## src/rtl/mem_arbiter.sv

```systemverilog
// Two-master (fetch/load-store) arbiter onto one pipelined memory port.
// Tracks outstanding transactions so responses route back to their owner.
module mem_arbiter #(
    parameter int MAX_OUTSTANDING = 2,
    parameter int STARVE_LIMIT    = 4
) (
    input  logic        clk,
    input  logic        rst,
    input  logic        instr_req_i,
    input  logic [31:0] instr_addr_i,
    output logic        instr_gnt_o,
    output logic        instr_rvalid_o,
    input  logic        instr_kill_i,
    input  logic        data_req_i,
    input  logic        data_we_i,
    input  logic [3:0]  data_be_i,
    input  logic [31:0] data_addr_i,
    input  logic [31:0] data_wdata_i,
    output logic        data_gnt_o,
    output logic        data_rvalid_o,
    output logic [31:0] rsp_rdata_o,
    output logic        rsp_err_o,
    output logic        mem_req_o,
    output logic        mem_we_o,
    output logic [3:0]  mem_be_o,
    output logic [31:0] mem_addr_o,
    output logic [31:0] mem_wdata_o,
    input  logic        mem_gnt_i,
    input  logic        mem_rvalid_i,
    input  logic        mem_err_i,
    input  logic [31:0] mem_rdata_i
);

    localparam int PW = (MAX_OUTSTANDING > 1) ? $clog2(MAX_OUTSTANDING) : 1;
    localparam int CW = $clog2(MAX_OUTSTANDING + 1);
    localparam int SW = $clog2(STARVE_LIMIT + 1);

    typedef enum logic {IDLE, WAIT_GNT} state_t;

    state_t               state_q, state_d;
    logic                 owner_q, owner_d;
    logic                 sel_instr, owner_instr, owner_req;
    logic                 req, push, pop;
    logic                 head_instr, head_disc;
    logic [MAX_OUTSTANDING-1:0] fifo_instr, fifo_disc, instr_d, disc_d;
    logic [PW-1:0]        rd_ptr, wr_ptr;
    logic [CW-1:0]        count;
    logic [SW-1:0]        starve;

    function automatic logic [PW-1:0] ptr_inc(input logic [PW-1:0] p);
        return (p == PW'(MAX_OUTSTANDING - 1)) ? '0 : p + PW'(1);
    endfunction

    // Owner is frozen while a request waits for its grant.
    assign sel_instr   = instr_req_i &
                         (~data_req_i | (starve == SW'(STARVE_LIMIT)));
    assign owner_instr = (state_q == WAIT_GNT) ? owner_q : sel_instr;
    assign owner_req   = owner_instr ? instr_req_i : data_req_i;
    assign req         = owner_req & (count < CW'(MAX_OUTSTANDING)) & ~rst;
    assign push        = req & mem_gnt_i;
    assign pop         = mem_rvalid_i & (count != '0);
    assign head_instr  = fifo_instr[rd_ptr];
    assign head_disc   = fifo_disc[rd_ptr];

    always_comb begin
        state_d = state_q;
        owner_d = owner_q;
        unique case (state_q)
            IDLE: begin
                if (req && !mem_gnt_i) begin
                    state_d = WAIT_GNT;
                    owner_d = owner_instr;
                end
            end
            WAIT_GNT: begin
                if (mem_gnt_i) state_d = IDLE;
            end
            default: state_d = IDLE;
        endcase
    end

    always_ff @(posedge clk or posedge rst) begin
        if (rst) begin
            state_q <= IDLE;
            owner_q <= 1'b0;
        end else begin
            state_q <= state_d;
            owner_q <= owner_d;
        end
    end

    // A kill marks every queued fetch, including one pushed this cycle.
    always_comb begin
        instr_d = fifo_instr;
        disc_d  = fifo_disc | (instr_kill_i ? fifo_instr : '0);
        if (push) begin
            instr_d[wr_ptr] = owner_instr;
            disc_d[wr_ptr]  = owner_instr & instr_kill_i;
        end
    end

    always_ff @(posedge clk or posedge rst) begin
        if (rst) begin
            fifo_instr <= '0;
            fifo_disc  <= '0;
            rd_ptr     <= '0;
            wr_ptr     <= '0;
            count      <= '0;
        end else begin
            fifo_instr <= instr_d;
            fifo_disc  <= disc_d;
            if (push) wr_ptr <= ptr_inc(wr_ptr);
            if (pop)  rd_ptr <= ptr_inc(rd_ptr);
            unique case ({push, pop})
                2'b10:   count <= count + CW'(1);
                2'b01:   count <= count - CW'(1);
                default: count <= count;
            endcase
        end
    end

    always_ff @(posedge clk or posedge rst) begin
        if (rst) begin
            starve <= '0;
        end else if (instr_gnt_o || !instr_req_i) begin
            starve <= '0;
        end else if (data_gnt_o && starve != SW'(STARVE_LIMIT)) begin
            starve <= starve + SW'(1);
        end
    end

    always_comb begin
        mem_req_o      = 1'b0;
        mem_we_o       = 1'b0;
        mem_be_o       = 4'h0;
        mem_addr_o     = '0;
        mem_wdata_o    = '0;
        instr_gnt_o    = 1'b0;
        data_gnt_o     = 1'b0;
        instr_rvalid_o = 1'b0;
        data_rvalid_o  = 1'b0;
        rsp_rdata_o    = '0;
        rsp_err_o      = 1'b0;
        if (!rst) begin
            mem_req_o      = req;
            mem_we_o       = owner_instr ? 1'b0  : data_we_i;
            mem_be_o       = owner_instr ? 4'hF  : data_be_i;
            mem_addr_o     = owner_instr ? instr_addr_i : data_addr_i;
            mem_wdata_o    = owner_instr ? 32'h0 : data_wdata_i;
            instr_gnt_o    = push & owner_instr;
            data_gnt_o     = push & ~owner_instr;
            instr_rvalid_o = pop & head_instr & ~head_disc & ~instr_kill_i;
            data_rvalid_o  = pop & ~head_instr;
            rsp_rdata_o    = mem_rdata_i;
            rsp_err_o      = mem_err_i;
        end
    end

endmodule

```

## config.mk

```make
export PLATFORM = sky130hd
export DESIGN_NAME = mem_arbiter
export DESIGN_NICKNAME = d
export VERILOG_FILES = /design/src/rtl/mem_arbiter.sv
export SDC_FILE = /design/constraint.sdc
export NUM_CORES = 1
export LEC_CHECK = 0
export BUFFER_PORTS_ARGS = -buffer_cell sky130_fd_sc_hd__buf_2
export CAP_MARGIN = 40
export CORE_AREA = 2 2 95 97
export CTS_CLUSTER_SIZE = 14
export DETAILED_ROUTE_END_ITERATION = 6
export DIE_AREA = 0 0 97 99
export PLACE_DENSITY = 0.56
export SYNTH_ARGS = -nofsm -noshare
export SYNTH_HDL_FRONTEND = slang
export SYNTH_SLANG_ARGS = --single-unit
```

## constraint.sdc

```tcl
create_clock -name clk -period 2.29 [get_ports clk]
set_clock_uncertainty 0.1 [all_clocks]
set_input_delay 0.458 -clock clk [delete_from_list [all_inputs] [get_ports clk]]
set_output_delay 0.458 -clock clk [all_outputs]
set_load 0.01 [all_outputs]
```

==> results of run 1 <==
## stage by stage
step                      instances  cell area, sq um  total power, mW
after floorplan                 267              1722           0.9653
after global placement          610              3097            1.349
after detailed placement        610              3097            1.367
after CTS                       624              3388            1.738
after global routing            633              3872            2.075
final                           634              3875            1.929
## worst paths after layout
check,start,end,slack [ns],cells after the start
min in group clk,mem_gnt_i,state_q,0.29,2
max reg2reg,state_q,count[1],0.29,5
min,rst,owner_q,0.22,3
max,starve[1],mem_addr_o[11],-0.12,9
min reg2reg,fifo_instr[0],fifo_instr[0],0.41,2
max in group asynchronous,rst,state_q,1.66,3
## worst max-delay path, delay by kind of cell (launching register included)
| family | cells | cell delay, ns |
|---|---|---|
| AND/OR/NAND/NOR | 1 | 0.07 |
| flip-flops | 1 | 0.37 |
| AO/OA/AOI/OAI | 3 | 0.54 |
| buffers and inverters | 4 | 0.46 |
| adder cells (fa/ha/maj) | 1 | 0.16 |
## report_power, final
group	internal (mW)	switching [mW]	total, mW	leakage, nW
combinational	0.713	0.596	1.31	1.95
clock	0.120	0.0916	0.212	0.0255
sequential	0.318	0.0902	0.408	0.161
## repair_timing
action	4_1_cts	5_1_grt
pin swaps	5	23
endpoints found under the setup margin	70	71
gates resized for setup	19	74
setup buffers	7	5
cloned	3	3
## cells in the mapped netlist, types with 3 or more instances
master,n
sky130_fd_sc_hd__nor2_1,18
sky130_fd_sc_hd__buf_2,4
sky130_fd_sc_hd__clkbuf_1,13
sky130_fd_sc_hd__dfrtp_1,13
sky130_fd_sc_hd__nand2_1,66
sky130_fd_sc_hd__o21ai_0,3
sky130_fd_sc_hd__xnor2_1,5
sky130_fd_sc_hd__and3_1,33
sky130_fd_sc_hd__inv_1,8
sky130_fd_sc_hd__a21oi_1,34
sky130_fd_sc_hd__nor2b_1,34
sky130_fd_sc_hd__buf_4,4
sky130_fd_sc_hd__ha_1,3
## layout make-up
| type | count | area [sq um] | area share |
|---|---|---|---|
| Timing Repair Buffer | 276 | 1836 | 0.4737 |
| Clock inverter | 1 | 5.005 | 0.001292 |
| Tap cell | 108 | 135.1 | 0.03487 |
| Inverter | 8 | 30.03 | 0.007749 |
| Clock buffer | 3 | 41.29 | 0.01066 |
| Sequential cell | 13 | 326.6 | 0.08427 |
| Antenna cell | 2 | 5.005 | 0.001292 |
| Multi-Input combinational cell | 223 | 1496 | 0.3862 |
## layer usage
metal  up-vias  part of all wire
met5         -                 0
met4         0            0.0088
met3         8             0.095
met2       157              0.52
met1      1295              0.38
li1       1407                 -
## cells in the final DEF (no fill, tap or decap), types with 4 or more instances in the layout
cell type                   n
sky130_fd_sc_hd__buf_4     18
sky130_fd_sc_hd__a21oi_1   30
sky130_fd_sc_hd__nor2b_1   34
sky130_fd_sc_hd__buf_12     7
sky130_fd_sc_hd__buf_6     29
sky130_fd_sc_hd__inv_1      6
sky130_fd_sc_hd__nor2_4     4
sky130_fd_sc_hd__buf_2    216
sky130_fd_sc_hd__and3_1     4
sky130_fd_sc_hd__a21oi_2    4
sky130_fd_sc_hd__and3_4    29
sky130_fd_sc_hd__nor2_1    12
sky130_fd_sc_hd__nand2_1   62
sky130_fd_sc_hd__nand2_2    4
sky130_fd_sc_hd__xnor2_1    5
sky130_fd_sc_hd__dfrtp_1   12
## registers in the layout, summed over array words and instances, names as in the netlist
| register | cells |
|---|---|
| starve | 3 |
| count | 2 |
| owner_q | 1 |
| wr_ptr | 1 |
| fifo_disc | 2 |
| rd_ptr | 1 |
| fifo_instr | 2 |
| state_q | 1 |
## cells by family (layout without fill, tap and decap cells)
kind of cell	after synthesis	count (layout)	synth area share
AO/OA/AOI/OAI	53	53	0.1897
XOR/XNOR	6	6	0.03052
adder cells (fa/ha/maj)	3	3	0.02180
buffers and inverters	31	288	0.08794
flip-flops	13	13	0.1890
multiplexers	3	3	0.02035
other	0	2	0
AND/OR/NAND/NOR	158	158	0.4608
==> flow_metrics.py, run 1 <==
metrics = {
    "status": {
        "run_status": "finished with violations",
        "violations_in_the_final_reports": "negative setup slack",
    },
    "power_and_ir_drop": {
        "cellPowerDensity_nw_per_um2": 497.8,
        "power_leakage_nw": 2.132,
        "peakVddDrop_mv": 0.2883,
    },
    "clocking": {
        "max-clock-path-buffers": 2,
        "cts_buffers": 3,
        "ctsHtreeMaxLevel": 1,
        "cts_tree": "done",
        "worst_setup_hold_path_clk_slew_ns": 0.06,
        "clock_sink_count": 13,
        "postCtsHoldBufs": 0,
        "clk_root_buffer_cell": "sky130_fd_sc_hd__clkbuf_8",
        "worstSkewPairLatency_ns": 0.25,
    },
    "yosys": {
        "async_flop_share": 1.000,
        "synth_edf_count": 0,
        "synth_warnings": 0,
        "synth_top_area_frac": 0.1890,
        "synth_fp_nets": 411,
        "cell_area_after_technology_mapping_sq_um": 1722,
        "netlist_instances": 267,
        "ys_seq_area_frac": 0.1890,
        "synth_largest_area_cell": "sky130_fd_sc_hd__dfrtp_1",
        "ys_types": 40,
        "ys.flop_type": "sky130_fd_sc_hd__dfrtp_1",
        "postSynthAreaPerCell_sq_um": 6.448,
        "total_of_flip_flops_plus_latches_after_synthesis": 13,
        "synth_top_cells_by_area": "sky130_fd_sc_hd__dfrtp_1 19%, sky130_fd_sc_hd__nand2_1 14%, sky130_fd_sc_hd__nor2b_1 12%, sky130_fd_sc_hd__and3_1 12%, sky130_fd_sc_hd__a21oi_1 9.9%",
    },
    "setup_path": {
        "startpoint_type": "flip-flop",
        "setup.worst_path.end_class": "primary output",
        "slowest_stage": "sky130_fd_sc_hd__dfrtp_1",
        "worst-endpoint-arrival_ns": 1.86,
        "path_max_fanout": 12,
        "worstSetupPathType": "reg -> out",
        "cp_common_cell": "sky130_fd_sc_hd__buf_12",
        "critical_path.max_stage_delay_ns": 0.37,
        "timing.critical_path.cells": "inv_2 -> ha_4 -> a21boi_4 -> o21a_4 -> buf_12 -> buf_12 -> nand2_1 -> a21oi_2 -> buf_2",
        "worst-endpoint-required_ns": 1.73,
    },
    "grt": {
        "overflow": 0,
        "grt_first_pass_wirelength_mm": 13.45,
        "grt_util_all_layers": 0.1728,
        "vias_in_the_first_global_route": 2742,
        "grt_start_max_net_pins": 64,
        "grt_util_met2": 0.3157,
        "globalRoute.busiestLayer": "met2",
        "global_route.usage.met1": 0.2012,
        "antenna_found_initial": 2,
        "grt.met3_usage": 0.04397,
    },
    "route": {
        "postRouteAntennaNets": 0,
        "drtPass1Iterations": 4,
        "post_drt_wl_per_cell_um": 15.38,
        "route.vias.total": 2867,
        "routed_via_density": 4.522,
        "drt_wl_total_mm": 9.754,
        "drt_first_iter_violations": 80,
        "drcViolationCount": 0,
    },
    "timing": {
        "final.period_utilization": 1.054,
        "relative_slew_slack": 0.5725,
        "finalWorstSetupSlack_ns": -0.1238,
        "timing_hold_violations_final": 0,
        "tightest_slew_ns": 0.6413,
        "post-route-min-period_ns": 2.414,
        "grt_setup_unrepaired": "yes",
        "finalSetupViolCount": 65,
        "slew_viol_final": 0,
        "timing.hold.ws_ns": 0.2219,
        "finalSetupTns_ns": -5.328,
        "fmax_ghz": 0.4143,
    },
    "floorplan": {
        "floorplan.die_area_sq_um": 9603,
        "start_util": 0.2013,
        "boundaryPins": 248,
        "die_boundary_width_um": 97,
        "rows": 34,
        "core_region_area_sq_um": 8551,
        "die_height_um": 99,
    },
    "finish": {
        "fill_cells": 874,
        "synthToLayoutAreaGrowth_pct": 125.1,
        "postLayoutCoreUtil": 0.4532,
        "post_route_cells_drive_above_1_share": 0.6469,
        "finish.net_count": 669,
    },
    "placed_design": {
        "routabilityCongestion": 0.8758,
        "dpl.hpwl_mm": 6.903,
        "port-buffer-count": 247,
        "pre_cts_ws_ns": 0.02165,
    },
    "job": {
        "maxCapViolCount": 0,
    },
    "worst_hold_path": {
        "worstHoldPathType": "in -> async",
    },
}
Power figures use the tool's default switching activity.
==> run 2, diff against run 1 <==
==> constraint.sdc (replaced) <==
create_clock -name clk -period 2.45 [get_ports clk]
set_clock_uncertainty 0.1 [all_clocks]
set_input_delay 0.49 -clock clk [delete_from_list [all_inputs] [get_ports clk]]
set_output_delay 0.49 -clock clk [all_outputs]
set_load 0.01 [all_outputs]
==> run 2 against run 1 <==
- the run now ends clean
- die area did not move
- power fell by 15%
- routed wire length fell by 6.5%
- first-iteration DRC count rose by 7.5%
- flip-flop and latch count did not move
- cell area fell by 11%
- via count fell by 3.4%
- non-clock buffer count fell by 10
- hold slack improved by 0.11 ns
- combinational power fell by 19%
- sequential power fell by 6.4%
- final cell count fell by 1.7%
- critical path type unchanged
- critical endpoint is now mem_addr_o[3]
- highest routed layer unchanged
==> flow_metrics.py, run 2 (synthesized netlist as in run 1, its figures left out) <==
metrics = {
    "status": {
        "run_status": "completed",
    },
    "setup_path": {
        "path_max_fanout": 9,
        "setup.worst_path.end_class": "primary output",
        "worstSetupPathType": "reg -> out",
        "worst-endpoint-required_ns": 1.86,
        "startpoint_type": "flip-flop",
        "worst-endpoint-arrival_ns": 1.86,
    },
    "route": {
        "drt_first_iter_violations": 86,
        "drt_wl_total_mm": 9.122,
        "route.vias.total": 2769,
        "drcViolationCount": 0,
        "postRouteAntennaNets": 0,
        "post_drt_wl_per_cell_um": 14.64,
        "routed_via_density": 4.445,
        "drtPass1Iterations": 4,
    },
    "floorplan": {
        "die_height_um": 99,
        "start_util": 0.2013,
        "core_region_area_sq_um": 8551,
        "floorplan.die_area_sq_um": 9603,
        "die_boundary_width_um": 97,
        "boundaryPins": 248,
        "rows": 34,
    },
    "timing": {
        "finalWorstSetupSlack_ns": 0.004014,
        "slew_viol_final": 0,
        "fmax_ghz": 0.4088,
        "post-route-min-period_ns": 2.446,
        "timing.hold.ws_ns": 0.3326,
        "timing_hold_violations_final": 0,
        "finalSetupViolCount": 0,
        "finalSetupTns_ns": 0,
        "grt_setup_unrepaired": "yes",
        "tightest_slew_ns": 0.5378,
        "relative_slew_slack": 0.6399,
        "final.period_utilization": 0.9984,
    },
    "clocking": {
        "worstSkewPairLatency_ns": 0.24,
        "cts_buffers": 3,
        "postCtsHoldBufs": 0,
        "cts_tree": "done",
        "worst_setup_hold_path_clk_slew_ns": 0.06,
        "clock_sink_count": 13,
        "clk_root_buffer_cell": "sky130_fd_sc_hd__clkbuf_8",
        "max-clock-path-buffers": 2,
        "ctsHtreeMaxLevel": 1,
    },
    "finish": {
        "largest_register_ffs": 3,
        "mostFrequentLayoutCell": "sky130_fd_sc_hd__buf_2",
        "finish.net_count": 659,
        "largest_register": "starve",
        "instances_no_fill": 623,
        "synthToLayoutAreaGrowth_pct": 101.2,
        "top_library_cells_by_usage_in_the_layout_fill_and_taps_aside": "247 x sky130_fd_sc_hd__buf_2, 52 x sky130_fd_sc_hd__nand2_1, 34 x sky130_fd_sc_hd__nor2b_1",
        "post_route_cells_drive_above_1_share": 0.5953,
    },
    "placed_design": {
        "dpl.hpwl_mm": 6.745,
        "pre_cts_ws_ns": 0.1703,
        "dp.cells": 607,
        "routabilityCongestion": 0.8464,
        "port-buffer-count": 247,
    },
    "power_and_ir_drop": {
        "cellPowerDensity_nw_per_um2": 471.8,
        "power_leakage_nw": 2.080,
        "peakVddDrop_mv": 0.2081,
    },
    "grt": {
        "antenna_found_initial": 1,
        "overflow": 0,
        "grt_start_max_net_pins": 64,
        "grt_first_pass_wirelength_mm": 13.07,
        "vias_in_the_first_global_route": 2614,
        "grt_util_all_layers": 0.1671,
    },
    "job": {
        "maxCapViolCount": 0,
    },
    "worst_hold_path": {
        "worstHoldPathType": "in -> reg",
    },
}
run 2: per-stage QoR:
stage	power, mW	area [sq um]	utilization
after floorplan	0.9023	1722	-
after global placement	1.249	3087	0.3610
after detailed placement	1.263	3087	0.3610
after CTS	1.564	3278	0.3834
after global routing	1.777	3462	0.4049
final	1.634	3465	0.4052
run 2: area by class of cell:
cell class / count / area (sq um)
tap: 108 / 135.1
timing repair buffer: 266 / 1562
sequential: 13 / 325.3
inverter: 8 / 30.03
antenna: 1 / 2.502
multi-input combinational: 223 / 1365
fill: 936 / 5086
clock buffer: 4 / 45.04
run 2: worst max-delay path, stage by stage, from the launching register on:
cell	delay, ns
sky130_fd_sc_hd__dfrtp_1	0.40
sky130_fd_sc_hd__inv_2	0.08
sky130_fd_sc_hd__ha_4	0.15
sky130_fd_sc_hd__a21boi_4	0.06
sky130_fd_sc_hd__buf_6	0.12
sky130_fd_sc_hd__o21ai_4	0.13
sky130_fd_sc_hd__buf_12	0.16
sky130_fd_sc_hd__clkbuf_16	0.17
sky130_fd_sc_hd__nand2_1	0.05
sky130_fd_sc_hd__a21oi_1	0.12
sky130_fd_sc_hd__buf_2	0.15
run 2: timing repair:
action,CTS,global route
gates cloned,3,3
buffers inserted,3,2
resized for setup,8,30
setup endpoints to repair,63,71
pin swaps,4,10
hold endpoints to repair,0,0
run 2: final timing paths:
path / start / to / slack [ns] / depth (start not counted)
max reg2reg: state_q / count[1] / 0.46 / 5
max in group asynchronous: rst / wr_ptr / 1.71 / 3
min reg2reg: fifo_disc[1] / fifo_disc[1] / 0.41 / 1
min in group asynchronous: rst / starve[0] / 0.37 / 3
max: starve[1] / mem_addr_o[3] / 0.004 / 10
min: mem_gnt_i / state_q / 0.33 / 2
run 2: routing by layer:
layer  vias to the layer above  wire (um)  part of all wire  global-route usage
met5                         -          0                 0                   0
met4                         0         75            0.0082             0.04117
met3                         6        693             0.076             0.03972
met2                       151       4568              0.50              0.2938
met1                      1220       3785              0.41              0.2065
li1                       1392          -                 -                   -
run 2: report_power, final:
part / internal, mW / switching, mW / total (mW) / leakage [nW]
logic: 0.540 / 0.518 / 1.06 / 1.89
clock network: 0.115 / 0.0792 / 0.194 / 0.0228
registers: 0.296 / 0.0861 / 0.382 / 0.163
